**config.mk**
```make
export PLATFORM = sky130hd
export DESIGN_NAME = ldst_cmd_sched
export DESIGN_NICKNAME = d
export VERILOG_FILES = /design/src/rtl/ldst_cmd_sched.sv
export SDC_FILE = /design/constraint.sdc
export NUM_CORES = 1
export LEC_CHECK = 0
export BUFFER_PORTS_ARGS = -buffer_cell sky130_fd_sc_hd__buf_4
export CAP_MARGIN = 10
export CORE_UTILIZATION = 40
export DETAILED_ROUTE_END_ITERATION = 12
export GPL_TIMING_DRIVEN = 0
export HOLD_SLACK_MARGIN = 0.12
export PLACE_DENSITY = 0.53
export SKIP_LAST_GASP = 1
export SLEW_MARGIN = 20
export SYNTH_ARGS = -nofsm -noshare
export SYNTH_HDL_FRONTEND = slang
export SYNTH_SLANG_ARGS = --single-unit
export TNS_END_PERCENT = 10
```
**constraint.sdc**
```tcl
create_clock -name clk -period 7.35 [get_ports clk]
set_clock_uncertainty 0.2 [all_clocks]
set_input_delay 1.1025 -clock clk [delete_from_list [all_inputs] [get_ports clk]]
set_output_delay 1.1025 -clock clk [all_outputs]
set_load 0.01 [all_outputs]
```
**src/rtl/ldst_cmd_sched.sv**
```systemverilog
`default_nettype none
// ============================================================================
// Module   : ldst_cmd_sched
// Purpose  : Command FIFO and issuer in front of the RF load/store engine;
//            splits long transfers into engine-sized chunks, drops empty ones.
// Options  : LDST_SCHED_PERF_EN adds saturating perf_lines/perf_busy_cycles.
// Revision : 1.0 - initial release
// ============================================================================
module ldst_cmd_sched #(
    parameter int RF_ADDR_W   = 10,
    parameter int LINE_NUM_W  = 11,
    parameter int CMD_LINES_W = 16,
    parameter int DEPTH       = 4,
    parameter int LINE_BYTES  = 176
) (
    input  logic                    clk,
    input  logic                    rst,
    input  logic                    cmd_valid,
    output logic                    cmd_ready,
    input  logic                    cmd_op,
    input  logic [31:0]             cmd_sdram_addr,
    input  logic [RF_ADDR_W-1:0]    cmd_rf_addr,
    input  logic [CMD_LINES_W-1:0]  cmd_line_num,
    output logic                    ldst_load_start,
    output logic                    ldst_store_start,
    output logic [31:0]             ldst_sdram_addr,
    output logic [RF_ADDR_W-1:0]    ldst_rf_addr,
    output logic [LINE_NUM_W-1:0]   ldst_line_num,
    input  logic                    ldst_done,
    output logic                    busy,
    output logic                    err_zero_len,
`ifdef LDST_SCHED_PERF_EN
    output logic [31:0]             perf_lines,
    output logic [31:0]             perf_busy_cycles,
`endif
    output logic [$clog2(DEPTH):0]  q_count
);

    localparam int C_PTR_W   = $clog2(DEPTH);
    localparam int C_ENTRY_W = 1 + 32 + RF_ADDR_W + CMD_LINES_W;
    localparam logic [CMD_LINES_W-1:0] C_MAX_CHUNK = CMD_LINES_W'((1 << LINE_NUM_W) - 1);

    typedef enum logic [2:0] {
        S_IDLE      = 3'd0,
        S_FETCH     = 3'd1,
        S_ISSUE     = 3'd2,
        S_WAIT_ACK  = 3'd3,
        S_WAIT_DONE = 3'd4
    } state_t;

    state_t                  state_q, state_d;
    logic [C_PTR_W-1:0]      wr_ptr_q, wr_ptr_d;
    logic [C_PTR_W-1:0]      rd_ptr_q, rd_ptr_d;
    logic [C_PTR_W:0]        count_q, count_d;
    logic                    op_q, op_d;
    logic [31:0]             saddr_q, saddr_d;
    logic [RF_ADDR_W-1:0]    raddr_q, raddr_d;
    logic [CMD_LINES_W-1:0]  rem_q, rem_d;
    logic                    err_q, err_d;
    logic [C_ENTRY_W-1:0]    mem_q [DEPTH];

    logic                    w_full;
    logic                    w_push;
    logic                    w_push_ok;
    logic                    w_pop;
    logic                    w_start;
    logic [CMD_LINES_W-1:0]  w_chunk;
    logic                    w_head_op;
    logic [31:0]             w_head_saddr;
    logic [RF_ADDR_W-1:0]    w_head_raddr;
    logic [CMD_LINES_W-1:0]  w_head_lines;

    always_comb begin
        w_full    = (count_q == (C_PTR_W+1)'(DEPTH));
        w_push    = cmd_valid && !w_full;
        w_push_ok = w_push && (cmd_line_num != '0);
        w_pop     = (state_q == S_FETCH);
        w_start   = (state_q == S_ISSUE) && ldst_done;
        w_chunk   = (rem_q > C_MAX_CHUNK) ? C_MAX_CHUNK : rem_q;
        {w_head_op, w_head_saddr, w_head_raddr, w_head_lines} = mem_q[rd_ptr_q];
    end

    assign cmd_ready        = !w_full;
    assign busy             = (state_q != S_IDLE) || (count_q != '0);
    assign err_zero_len     = err_q;
    assign q_count          = count_q;
    assign ldst_load_start  = w_start && !op_q;
    assign ldst_store_start = w_start && op_q;
    assign ldst_sdram_addr  = saddr_q;
    assign ldst_rf_addr     = raddr_q;
    assign ldst_line_num    = w_chunk[LINE_NUM_W-1:0];

    always_comb begin
        wr_ptr_d = wr_ptr_q;
        rd_ptr_d = rd_ptr_q;
        count_d  = count_q;
        err_d    = w_push && (cmd_line_num == '0);
        if (w_push_ok) begin
            wr_ptr_d = wr_ptr_q + C_PTR_W'(1);
        end
        if (w_pop) begin
            rd_ptr_d = rd_ptr_q + C_PTR_W'(1);
        end
        if (w_push_ok && !w_pop) begin
            count_d = count_q + (C_PTR_W+1)'(1);
        end else if (!w_push_ok && w_pop) begin
            count_d = count_q - (C_PTR_W+1)'(1);
        end
    end

    // Working registers stay put from ISSUE through WAIT_DONE so the engine sees stable operands.
    always_comb begin
        state_d = state_q;
        op_d    = op_q;
        saddr_d = saddr_q;
        raddr_d = raddr_q;
        rem_d   = rem_q;
        case (state_q)
            S_IDLE: begin
                if (count_q != '0) begin
                    state_d = S_FETCH;
                end
            end
            S_FETCH: begin
                op_d    = w_head_op;
                saddr_d = w_head_saddr;
                raddr_d = w_head_raddr;
                rem_d   = w_head_lines;
                state_d = S_ISSUE;
            end
            S_ISSUE: begin
                if (ldst_done) begin
                    state_d = S_WAIT_ACK;
                end
            end
            S_WAIT_ACK: begin
                if (!ldst_done) begin
                    state_d = S_WAIT_DONE;
                end
            end
            S_WAIT_DONE: begin
                if (ldst_done) begin
                    rem_d   = rem_q - w_chunk;
                    saddr_d = saddr_q + (32'(w_chunk) * 32'(LINE_BYTES));
                    raddr_d = raddr_q + w_chunk[RF_ADDR_W-1:0];
                    state_d = (rem_q == w_chunk) ? S_IDLE : S_ISSUE;
                end
            end
            default: begin
                state_d = S_IDLE;
            end
        endcase
    end

    always_ff @(posedge clk) begin
        if (rst) begin
            state_q  <= S_IDLE;
            wr_ptr_q <= '0;
            rd_ptr_q <= '0;
            count_q  <= '0;
            op_q     <= 1'b0;
            saddr_q  <= '0;
            raddr_q  <= '0;
            rem_q    <= '0;
            err_q    <= 1'b0;
        end else begin
            state_q  <= state_d;
            wr_ptr_q <= wr_ptr_d;
            rd_ptr_q <= rd_ptr_d;
            count_q  <= count_d;
            op_q     <= op_d;
            saddr_q  <= saddr_d;
            raddr_q  <= raddr_d;
            rem_q    <= rem_d;
            err_q    <= err_d;
        end
    end

    always_ff @(posedge clk) begin
        if (w_push_ok) begin
            mem_q[wr_ptr_q] <= {cmd_op, cmd_sdram_addr, cmd_rf_addr, cmd_line_num};
        end
    end

`ifdef LDST_SCHED_PERF_EN
    logic [31:0] perf_lines_q, perf_lines_d;
    logic [31:0] perf_busy_q, perf_busy_d;
    logic [32:0] w_lines_sum;

    always_comb begin
        w_lines_sum  = {1'b0, perf_lines_q} + 33'(w_chunk);
        perf_lines_d = perf_lines_q;
        perf_busy_d  = perf_busy_q;
        if (w_start) begin
            perf_lines_d = w_lines_sum[32] ? '1 : w_lines_sum[31:0];
        end
        if (busy && (perf_busy_q != '1)) begin
            perf_busy_d = perf_busy_q + 32'd1;
        end
    end

    always_ff @(posedge clk) begin
        if (rst) begin
            perf_lines_q <= '0;
            perf_busy_q  <= '0;
        end else begin
            perf_lines_q <= perf_lines_d;
            perf_busy_q  <= perf_busy_d;
        end
    end

    assign perf_lines       = perf_lines_q;
    assign perf_busy_cycles = perf_busy_q;
`endif

endmodule
`default_nettype wire

```
Word level (Yosys, flattened, before mapping)
Memories as Yosys holds them, arrays and structs flattened. A register that Yosys moved wholly into a read port is not among the register bits.
Cells that the tools add are included.
{"block": "classes", "n_addsub": 7, "reduce_logical": 22, "eq_ne": 10, "multipliers": 1, "n_lt_le_gt_ge": 1, "mux": 19}
{"cell": "$pmux W32 S2", "n": 1}
{"cell": "$add A32 B24 Y32", "n": 1}
{"cell": "$mux W16", "n": 2}
{"cell": "$mux W32", "n": 1}
{"cell": "$pmux W16 S2", "n": 1}
{"cell": "$mul A16 B4 Y20 const B", "n": 1}
{"cell": "$pmux W10 S2", "n": 1}
{"cell": "$mux W3", "n": 6}
{"cell": "$eq A16 B16 Y1", "n": 1}
{"cell": "$gt A16 B11 Y1 const B", "n": 1}
{"cell": "$logic_not A16 Y1", "n": 1}
{"cell": "$reduce_bool A16 Y1", "n": 1}
{"cell": "$sub A16 B16 Y16", "n": 1}
{"cell": "$pmux W3 S5", "n": 1}
{"cell": "$add A10 B10 Y10", "n": 1}
{"cell": "$mux W10", "n": 1}
{"cell": "$logic_and A1 B1 Y1", "n": 8}
{"cell": "$ne A2 B2 Y1 const B", "n": 4}
{"cell": "$eq A3 B2 Y1 const B", "n": 2}
{"cell": "$eq A3 B3 Y1 const B", "n": 2}
{"cell": "$mux W2", "n": 3}
{"cell": "$reduce_bool A3 Y1", "n": 2}
{"cell": "$add A2 B1 Y2 const B", "n": 2}
{"cell": "$logic_not A1 Y1", "n": 4}
{"cell": "other kinds (9)", "n": 11}
{"block": "word_totals", "ff_bits": 70, "ram_bits": 236, "memories": 1, "out_inout_bits": 61, "elab_cells": 70, "inputBits": 63}
{"name": "mem_q", "words": 4, "word_bits": 59, "read_ports": 1, "rd_ports_with_merged_regs": 1, "write_ports": 1, "line": "60", "rtl": "logic [C_ENTRY_W-1:0] mem_q [DEPTH];"}

Logic depth before layout (Yosys ltp)
Gate-level depths: netlist (run 1).
{"block": "logic_depth", "ltp_word": 8, "depth_mapped": 26, "depth_no_buf": 24}

Least setup slack after synthesis (run 1)
Ideal clock, no wire load.
{"block": "synth_timing", "kind": "register -> register", "from": "reg rem_q[12]", "to": "reg saddr_q[21] (netlist: ldst_sdram_addr[21])", "path_slack_ps": 1468, "n_path_buf": 1, "period_less_slack_ps": 5882, "path_stages_with_launch": 23, "required_ps": 7038, "setup_ps": 112, "arrival_time_ps": 5569, "path_cell_list": "dfxtp_1 or3_1 nor3_2 clkbuf_1 nand2b_1 ha_1 inv_1 fa_1 inv_1 ha_1 a211oi_1 o21bai_1 a21oi_1 o21bai_1 a21o_1 o311ai_0 ha_1 a21o_1 a2111oi_2 a21oi_2 a221oi_1 xor2_1 a2111oi_1"}
{"block": "synth_between", "elab_chain_cells": 6}
{"item": "from (decl)", "line": "58", "rtl": "logic [CMD_LINES_W-1:0] rem_q, rem_d;"}
{"item": "from (signal assigned)", "line": "174", "rtl": "rem_q <= rem_d;"}
{"item": "$gt A16 B11 Y1", "line": "79", "rtl": "w_chunk = (rem_q > C_MAX_CHUNK) ? C_MAX_CHUNK : rem_q;"}
{"item": "$mux W16", "line": "79"}
{"item": "via ldst_line_num[1]", "line": "28", "rtl": "output logic [LINE_NUM_W-1:0] ldst_line_num,"}
{"item": "$mul A16 B4 Y20", "line": "144", "rtl": "saddr_d = saddr_q + (32'(w_chunk) * 32'(LINE_BYTES));"}
{"item": "$add A32 B24 Y32", "line": "144"}
{"item": "$mux W32", "line": "142", "rtl": "if (ldst_done) begin"}
{"item": "$pmux W32 S2", "line": "118", "rtl": "case (state_q)"}
{"item": "to (signal assigned)", "line": "172", "rtl": "saddr_q <= saddr_d;"}
{"item": "to (decl)", "line": "56", "rtl": "logic [31:0] saddr_q, saddr_d;"}
The timed path passes the listed nets, and every way through them passes these cells. The select of a mux whose other input is x is not followed.
A chain may end at the register's enable or synchronous reset.

Final worst setup path (run 1)
{"block": "layout_timing", "from": "reg rem_q[12]", "to": "reg saddr_q[21] (netlist: ldst_sdram_addr[21])"}
{"block": "layout_between", "elab_chain_cells": 6}
{"item": "$gt A16 B11 Y1", "line": "79"}
{"item": "$mux W16 (*)", "line": "79"}
{"item": "$mul A16 B4 Y20 (*)", "line": "144"}
{"item": "$add A32 B24 Y32 (*)", "line": "144"}
{"item": "$mux W32 (*)", "line": "142"}
{"item": "$pmux W32 S2 (*)", "line": "118"}
Every way passes the cells marked *; elsewhere a longest branch is shown, timed or not. The select of a mux whose other input is x is not followed.

==> results.toml, run 1 <==
[routing]
num_vias = 9887
top_layer_used = "met4"
drc = 0
drt-total-wl_um = 37900
route.met2.wl_um = 17500
detail_route.vias_per_cell = 5.46
drt-initial-drc-count = 821
dr.pass1.iters = 5
routedWlPerCell_um = 21.0
wl_met3_um = 1770
routedLengthMet1_um = 17900
drt.antenna.violating_nets = 0

[cts]
cts-root-buf = "clkbuf_16"
tritoncts = "built"
worst_skew_pair.late_latency_ns = 0.57
cts_buffer_depth = 3
numCtsBuffers = 31
clock-sinks = 308
cts_htree_levels = 1
path_clk_slew_ns = 0.06

[floorplan]
coreArea_um2 = 36700
initial_utilization = 0.407
floorplan.die_area_um2 = 38200
design.portCount = 124
dieHeight_um = 195
chipWidth_um = 195
rows = 70

[sta]
final_min_period_over_clock_period = 0.907
actual_transition_at_the_worst_max_transition_pin_ns = 0.814
fin_setup_tns_ns = 0
timing_hold_violations_final = 0
final_setup_violation_count = 0
final_max_slew_viol_count = 0
final.hold.worst_slack_ns = 0.260
rsz0062_at_grt = "no"
slew_headroom = 0.458
finalCriticalPeriod_ns = 6.66
max_freq_mhz = 150

[place]
placer_congestion = 0.908
postPlaceCellArea_um2 = 16600
io_buffer_count = 122
dpl.hpwl_um = 27300

[global_routing]
grt.total_usage = 0.201
pin_count_of_the_biggest_net_entering_global_routing = 45
global_route_wire_length_before_repair_um = 58300
grt.overflow.total = 0
first_global_vias = 9870
initial_antenna_violation_count = 1

[yosys]
muxShareOfSynthArea = 0.0935
synth-simple-area-share = 0.0926
synth.yosys.warnings = 0
ys_seq_area_frac = 0.570
postSynthRegisterBits = 308
synth_top_family_by_area = "compound AO/OA/AOI/OAI gates"
yosys.area_share.adder = 0.0808
synth-compound-area-share = 0.108
syn_area_um2 = 15000
ys.flop_type = "edfxtp_1"
synth_enable_flop_cells = 236
post_synth_xor_area_fraction = 0.0252
syn_area_per_cell_um2 = 13.0
yosys.cell_types.count = 72
postSynthCellCount = 1147
synthArstFlopShare = 0

[min_path]
worst_hold_path_type = "flip-flop to flip-flop"
holdCritStartpoint = "ldst_sdram_addr[0]"

[worst_setup_path]
setup.worst_path.start_class = "flip-flop"
critical_path.reg2reg.startpoint = "rem_q[12]"
critPathLaunch = "rem_q[12]"
critPathMaxFanout = 10
critPathArrivalTime_ns = 6.91
critPathRequiredTime_ns = 7.60
crit_path_end_kind = "flip-flop"
path_class = "flip-flop to flip-flop"

[run_status]
run_status = "finished, final reports clean"

[layout]
final_common_cell = "edfxtp_1"
post_route_cells_drive_above_1_share = 0.197
final_cell_area_um2 = 17600
relative_area_change_from_synthesis_to_final_layout_pct = 17.5
insertedDiodeCount = 0
final_net_count = 1469
final_cell_mix = "236 x edfxtp_1, 123 x buf_4, 104 x nand2_1"

[run]
cap_violations = 0
[cell usage after synthesis (9+ instances only)]
master | count | area (um^2)
ha_1 | 71 | 888
nand3_1 | 18 | 90.1
a21oi_1 | 60 | 300
o211ai_1 | 9 | 67.6
o21ai_0 | 35 | 175
nor3_1 | 18 | 90.1
fa_1 | 16 | 320
xnor2_1 | 24 | 210
nor4_1 | 9 | 56.3
a311oi_1 | 16 | 140
xor2_1 | 19 | 166
a21o_1 | 16 | 120
clkbuf_1 | 36 | 135
dfxtp_1 | 72 | 1440
nand2_1 | 104 | 390
inv_1 | 53 | 199
buf_2 | 14 | 70.1
nor2_1 | 80 | 300
a31oi_1 | 14 | 87.6
and3_1 | 13 | 81.3
mux4_2 | 59 | 1330
a211oi_1 | 17 | 128
edfxtp_1 | 236 | 7090
nand2b_1 | 15 | 93.8
[stage by stage]
step,setup slack [ns],utilization,cells
global placement,0.578,0.450,1750
global route,0.150,0.479,1810
CTS,0.546,0.479,1810
floorplan,1.47,-,1160
detailed placement,0.608,0.453,1754
finish,0.687,0.479,1810
[worst max-delay path: stages (launching register included)]
cell       delay, ns
dfxtp_1         0.36
or3_1           0.44
nor3_2          0.35
clkbuf_2        0.31
nand2b_1        0.30
ha_1            0.39
inv_1           0.05
fa_1            0.50
inv_1           0.04
ha_1            0.33
a211oi_1        0.31
o21bai_1        0.13
a21oi_1         0.29
o21bai_1        0.10
a21o_1          0.21
o311ai_0        0.36
ha_1            0.35
a21o_1          0.25
a2111oi_2       0.26
a21oi_2         0.16
a221oi_1        0.32
xor2_1          0.13
a2111oi_1       0.40
[sequential cells by signal, indices dropped and copies added (netlist names), named ones only]
name and flops:
err_zero_len 1, op_q 1, rd_ptr_q 2, rem_q 16
q_count 3, state_q 3, wr_ptr_q 2, ldst_sdram_addr 32
ldst_rf_addr 10, mem_q 236
[timing repair]
action / 4_1_cts / 5_1_grt
hold buffers: 0 / 0
resized for setup: 0 / 2
buffers inserted: 0 / 0
endpoints found under the setup margin: 0 / 1
[layout make-up]
| class | count | area (um^2) |
|---|---|---|
| Timing Repair Buffer | 126 | 1030 |
| Tap cell | 468 | 586 |
| Clock buffer | 36 | 795 |
| Clock inverter | 20 | 144 |
| Sequential cell | 308 | 8530 |
| Buffer | 54 | 226 |
| Inverter | 54 | 203 |
| Multi-Input combinational cell | 744 | 6060 |
| Fill cell | 3307 | 19100 |
[cells by family after synthesis]
kind of cell | Yosys count
AOI/OAI and AO/OA | 237
and+or+nand+nor | 296
other | 2
buffers and inverters | 108
DFF | 308
muxes | 66
adders and majority gates | 87
xor gates and xnor gates | 43
[metal layers]
metal / track usage / vias to the layer above
met5: 0 / -
met4: 0.0548 / 0
met3: 0.0252 / 40
met2: 0.321 / 248
met1: 0.289 / 4909
li1: - / 4690
[final timing paths]
kind / end / slack [ns] / depth (start not counted)
worst max-delay path: ldst_sdram_addr[21] / 0.69 / 22
worst min-delay path: ldst_sdram_addr[0] / 0.26 / 2
worst min register to register: ldst_sdram_addr[0] / 0.26 / 2
worst max register to register: ldst_sdram_addr[21] / 0.69 / 22
Power of run 1 is left out: the tool's default activity adds up to more than one toggle a clock period on the data nets, which glitch-free logic cannot reach.
==> run 2: changes to the inputs <==
--- a/config.mk
+++ b/config.mk
@@ -11,7 +11,7 @@
 export DETAILED_ROUTE_END_ITERATION = 12
 export GPL_TIMING_DRIVEN = 0
 export HOLD_SLACK_MARGIN = 0.12
-export PLACE_DENSITY = 0.53
+export PLACE_DENSITY = 0.54
 export SKIP_LAST_GASP = 1
 export SLEW_MARGIN = 20
 export SYNTH_ARGS = -nofsm -noshare
==> run 2 against run 1 <==
  * Count of clock-buffer cells in the layout is the same
  * Die area is the same
  * Sequential share of layout area shrank 0.57 points
  * Sequential cell count is the same
  * First-iteration DRC count shrank 11%
==> results.toml, run 2 (synthesis gave the netlist of run 1 again) <==
[min_path]
worstHoldPathCells = 2
holdPathEnd = "ldst_sdram_addr[2]"
holdCritStartpoint = "ldst_sdram_addr[2]"
worst_hold_path_type = "flip-flop to flip-flop"

[layout]
max_flop_register = "mem_q"
area_taken_by_multi_input_logic_gates_um2 = 6060
seqCellArea_um2 = 8530
post_route_cells_drive_above_1_share = 0.207
fill_cells = 3328
largest_register_ffs = 236
final_cell_mix = "236 x edfxtp_1, 123 x buf_4, 104 x nand2_1"
relative_area_change_from_synthesis_to_final_layout_pct = 18.9
insertedDiodeCount = 0
final_common_cell = "edfxtp_1"
final_net_count = 1469

[routing]
routedWlPerCell_um = 20.9
detail_route.vias_per_cell = 5.47
num_vias = 9919
drc = 0
drt-total-wl_um = 37900
drt-initial-drc-count = 733
drt.antenna.violating_nets = 0
dr.pass1.iters = 5

[sta]
final_max_slew_viol_count = 0
fin_setup_tns_ns = 0
rsz0062_at_grt = "no"
final_min_period_over_clock_period = 0.929
finalCriticalPeriod_ns = 6.83
final_setup_violation_count = 0
timing_hold_violations_final = 0
actual_transition_at_the_worst_max_transition_pin_ns = 0.822
max_freq_mhz = 146
slew_headroom = 0.452

[floorplan]
floorplan.die_area_um2 = 38200
design.portCount = 124
coreArea_um2 = 36700
rows = 70
initial_utilization = 0.407
dieHeight_um = 195
chipWidth_um = 195

[cts]
cts_repair_resize_count = 0
clock-sinks = 308
post_cts_hold_buffer_count = 0
path_clk_slew_ns = 0.07
cts_post_setup_buffers_inserted = 0
cts-root-buf = "clkbuf_16"
numCtsBuffers = 31
worst_skew_pair.late_latency_ns = 0.56
tritoncts = "built"
cts_htree_levels = 1
cts_buffer_depth = 3

[place]
placer_congestion = 0.902
dpl.hpwl_um = 27500
io_buffer_count = 122

[global_routing]
grt.overflow.total = 0
pin_count_of_the_biggest_net_entering_global_routing = 45
grt.total_usage = 0.202
initial_antenna_violation_count = 1
global_route_wire_length_before_repair_um = 58700
first_global_vias = 10000

[worst_setup_path]
crit_path_end_kind = "flip-flop"
reg2reg_to = "ldst_sdram_addr[31]"
critical_path.reg2reg.startpoint = "rem_q[12]"
rrSetupSlack_ns = 0.52
critPathArrivalTime_ns = 7.09
critPathMaxFanout = 10
critPathRequiredTime_ns = 7.61
path_class = "flip-flop to flip-flop"
setup.worst_path.start_class = "flip-flop"
r2r.worst_path.cells = 23

[run]
cap_violations = 0

[run_status]
run_status = "finished, final reports clean"
[run 2: cell count changes in the layout (fill, tap and decap cells not counted), sizes merged]
cell,delta
inv,+3
bufinv,+6
clkinv,-7
[run 2: layer usage]
metal,track usage,vias to the layer above,share of wire
met1,0.291,4950,0.47
met3,0.0259,48,0.044
met4,0.0455,0,0.020
met2,0.324,229,0.46
met5,0,-,0
li1,-,4692,-
[run 2: worst max-delay path by stage]
stage | start | end | slack [ns]
final | rem_q[12] | ldst_sdram_addr[31] | 0.52
after global routing | rem_q[12] | ldst_sdram_addr[31] | 0.04
after CTS | rem_q[12] | ldst_sdram_addr[31] | 0.50
after detailed placement | rem_q[12] | ldst_sdram_addr[21] | 0.56
after global placement | rem_q[12] | ldst_sdram_addr[31] | 0.54
after floorplan | rem_q[12] | ldst_sdram_addr[21] | 1.47
[run 2: per-stage QoR]
step	area (um^2)	setup WS [ns]	util	instances	hold slack, ns
2_1_floorplan	15000	1.47	-	1160	0.245
3_3_place_gp	16500	0.538	0.450	1750	0.247
3_5_place_dp	16600	0.562	0.453	1754	0.248
4_1_cts	17800	0.500	0.484	1812	0.257
5_1_grt	17800	0.0399	0.484	1812	0.280
6_report	17800	0.522	0.484	1812	0.255
[run 2: area by class of cell]
cell class | count | area share
clock inverter | 22 | 0.0187
tap | 468 | 0.0329
multi-input combinational | 744 | 0.341
timing repair buffer | 126 | 0.0573
clock buffer | 36 | 0.0464
buffer | 54 | 0.0127
inverter | 54 | 0.0114
sequential | 308 | 0.480
[run 2: critical path: stages (launching register included)]
cell and delay (ns):
dfxtp_1 0.35, or3_1 0.43, nor3_2 0.34, clkbuf_1 0.41, nand2b_1 0.38, ha_1 0.40, inv_1 0.05, fa_1 0.49
inv_1 0.04, ha_1 0.34, a211oi_1 0.31, o21bai_1 0.13, a21oi_1 0.28, o21bai_1 0.10, a21o_1 0.22, o311ai_0 0.36
ha_1 0.35, a21o_1 0.25, a31oi_1 0.22, o221ai_1 0.20, a21oi_1 0.18, a21bo_1 0.27, and3_1 0.20, a311oi_2 0.21
Power of run 2 is left out for the same reason.
==> run 3: changes to the inputs <==
--- a/config.mk
+++ b/config.mk
@@ -5,12 +5,14 @@
 export SDC_FILE = /design/constraint.sdc
 export NUM_CORES = 1
 export LEC_CHECK = 0
+export ABC_CLOCK_PERIOD_IN_PS = 6700
 export BUFFER_PORTS_ARGS = -buffer_cell sky130_fd_sc_hd__buf_4
 export CAP_MARGIN = 10
 export CORE_UTILIZATION = 40
 export DETAILED_ROUTE_END_ITERATION = 12
 export GPL_TIMING_DRIVEN = 0
 export HOLD_SLACK_MARGIN = 0.12
+export MAX_ROUTING_LAYER = met4
 export PLACE_DENSITY = 0.54
 export SKIP_LAST_GASP = 1
 export SLEW_MARGIN = 20
==> constraint.sdc (replaced) <==
create_clock -name clk -period 6.7 [get_ports clk]
set_clock_uncertainty 0.2 [all_clocks]
set_input_delay 1.005 -clock clk [delete_from_list [all_inputs] [get_ports clk]]
set_output_delay 1.005 -clock clk [all_outputs]
set_load 0.01 [all_outputs]
==> run 3 against run 2 <==
  * First-iteration DRC count increased by 2.0%
  * Wire length increased by 0.87%
  * Hold slack improved by 0.0031 ns
  * Sequential share of layout area increased by 0.19 points
  * Sequential cell count unchanged
  * Die area unchanged
  * Count of clock-buffer cells in the layout increased by 6
  * Utilization decreased by 0.19 points
  * Final cell count increased by 0.17%
  * Critical path depth increased by 1
==> results.toml, run 3 (synthesis gave the netlist of run 1 again) <==
[run_status]
run_status = "finished, final reports clean"

[floorplan]
rows = 70
floorplan.die_area_um2 = 38200
initial_utilization = 0.407
design.portCount = 124
coreArea_um2 = 36700
chipWidth_um = 195
dieHeight_um = 195

[cts]
tritoncts = "built"
cts-root-buf = "clkbuf_16"
post_cts_hold_buffer_count = 0
clock-sinks = 308
numCtsBuffers = 34
path_clk_slew_ns = 0.06
worst_skew_pair.late_latency_ns = 0.51
cts_htree_levels = 2
cts_buffer_depth = 3

[run]
cap_violations = 0

[sta]
actual_transition_at_the_worst_max_transition_pin_ns = 0.835
fin_setup_tns_ns = 0
final_min_period_over_clock_period = 0.946
max_freq_mhz = 158
final_max_slew_viol_count = 0
final_setup_violation_count = 0
timing_hold_violations_final = 0
finalCriticalPeriod_ns = 6.34
final_critical_path_setup_slack_ns = 0.362
final.hold.worst_slack_ns = 0.258
slew_headroom = 0.444

[worst_setup_path]
path_class = "flip-flop to flip-flop"
r2r.worst_path.cells = 24
crit_path_end_kind = "flip-flop"
critPathRequiredTime_ns = 6.91
critPathArrivalTime_ns = 6.55
critical_path.reg2reg.startpoint = "rem_q[12]"
rrSetupSlack_ns = 0.36
setup.worst_path.start_class = "flip-flop"
critPathMaxFanout = 10
reg2reg_to = "ldst_sdram_addr[31]"

[layout]
final_common_cell = "edfxtp_1"
insertedDiodeCount = 0
post_route_cells_drive_above_1_share = 0.206
max_flop_register = "mem_q"
postLayoutCoreUtil = 0.482
fill_cells = 3241
largest_register_ffs = 236
final_cell_mix = "236 x edfxtp_1, 124 x buf_4, 104 x nand2_1"
relative_area_change_from_synthesis_to_final_layout_pct = 18.4
final_net_count = 1472

[place]
placer_congestion = 0.892
dpl.hpwl_um = 27700
io_buffer_count = 122
detailedPlace.worstSlack_ns = -0.0210

[min_path]
holdCritStartpoint = "ldst_sdram_addr[2]"
holdPathEnd = "ldst_sdram_addr[2]"
worstHoldPathCells = 2
worst_hold_path_type = "flip-flop to flip-flop"

[routing]
drt-initial-drc-count = 748
drt-total-wl_um = 38200
dr.pass1.iters = 7
drc = 0
drt.antenna.violating_nets = 0
routedWlPerCell_um = 21.0
detail_route.vias_per_cell = 5.51
num_vias = 10000

[global_routing]
grt.overflow.total = 0
grt.total_usage = 0.209
pin_count_of_the_biggest_net_entering_global_routing = 34
initial_antenna_violation_count = 1
global_route_wire_length_before_repair_um = 58700
first_global_vias = 9936
## run 3: cell types whose count changed in the layout (fill, tap and decap cells not counted), sizes merged
cell      before  now
inv           57   54
clkbuf        73   78
buf          143  144
bufinv         8    3
clkinv         9   13
clkinvlp       2    3
## run 3: worst max path at each step
stage,from,endpoint,slack (ns),cells past startpoint
final,rem_q[12],ldst_sdram_addr[31],0.36,24
after global routing,rem_q[12],ldst_sdram_addr[31],-0.01,24
after CTS,rem_q[12],ldst_sdram_addr[31],0.10,23
after detailed placement,rem_q[12],ldst_sdram_addr[31],-0.02,23
after global placement,rem_q[12],ldst_sdram_addr[21],-0.11,22
after floorplan,rem_q[12],ldst_sdram_addr[21],0.82,22
## run 3: timing repair
| action | CTS | global route |
|---|---|---|
| gates resized for setup | 1 | 11 |
| pin swaps | 0 | 0 |
| setup endpoints to repair | 6 | 11 |
| setup buffers | 0 | 0 |
## run 3: layout make-up
type | count | area (um^2) | area share
Sequential cell | 308 | 8530 | 0.482
Multi-Input combinational cell | 744 | 6080 | 0.343
Timing Repair Buffer | 126 | 996 | 0.0563
Clock buffer | 42 | 912 | 0.0515
Tap cell | 468 | 586 | 0.0331
Buffer | 54 | 229 | 0.0129
Inverter | 54 | 203 | 0.0115
Clock inverter | 19 | 171 | 0.00968
## run 3: per-stage QoR
stage | instances | area, um^2
after floorplan | 1160 | 15000
after global placement | 1750 | 16500
after detailed placement | 1754 | 16600
after CTS | 1815 | 17700
after global routing | 1815 | 17700
final | 1815 | 17700
## run 3: worst max-delay path: stages, from the launching register on
cell and delay (ns):
dfxtp_1 0.35, or3_1 0.47, or3_4 0.38, buf_2 0.23
nor2_2 0.23, inv_1 0.17, ha_1 0.31, inv_1 0.05
fa_1 0.50, inv_1 0.04, ha_1 0.37, and3_1 0.24
a221oi_1 0.25, o21ai_1 0.18, a21oi_1 0.21, xnor2_1 0.09
ha_1 0.27, buf_4 0.14, and3_4 0.21, and4_4 0.25
nand2_2 0.06, a2111oi_4 0.41, a21bo_1 0.27, a31oi_1 0.13
a311oi_2 0.23
## run 3: layer usage
| metal | track usage | part of all wire | up-vias |
|---|---|---|---|
| li1 | - | - | 4714 |
| met1 | 0.285 | 0.46 | 4934 |
| met2 | 0.330 | 0.47 | 296 |
| met3 | 0.0323 | 0.054 | 57 |
| met4 | 0.0493 | 0.017 | 0 |
| met5 | - | 0 | - |
Power of run 3 is left out for the same reason.
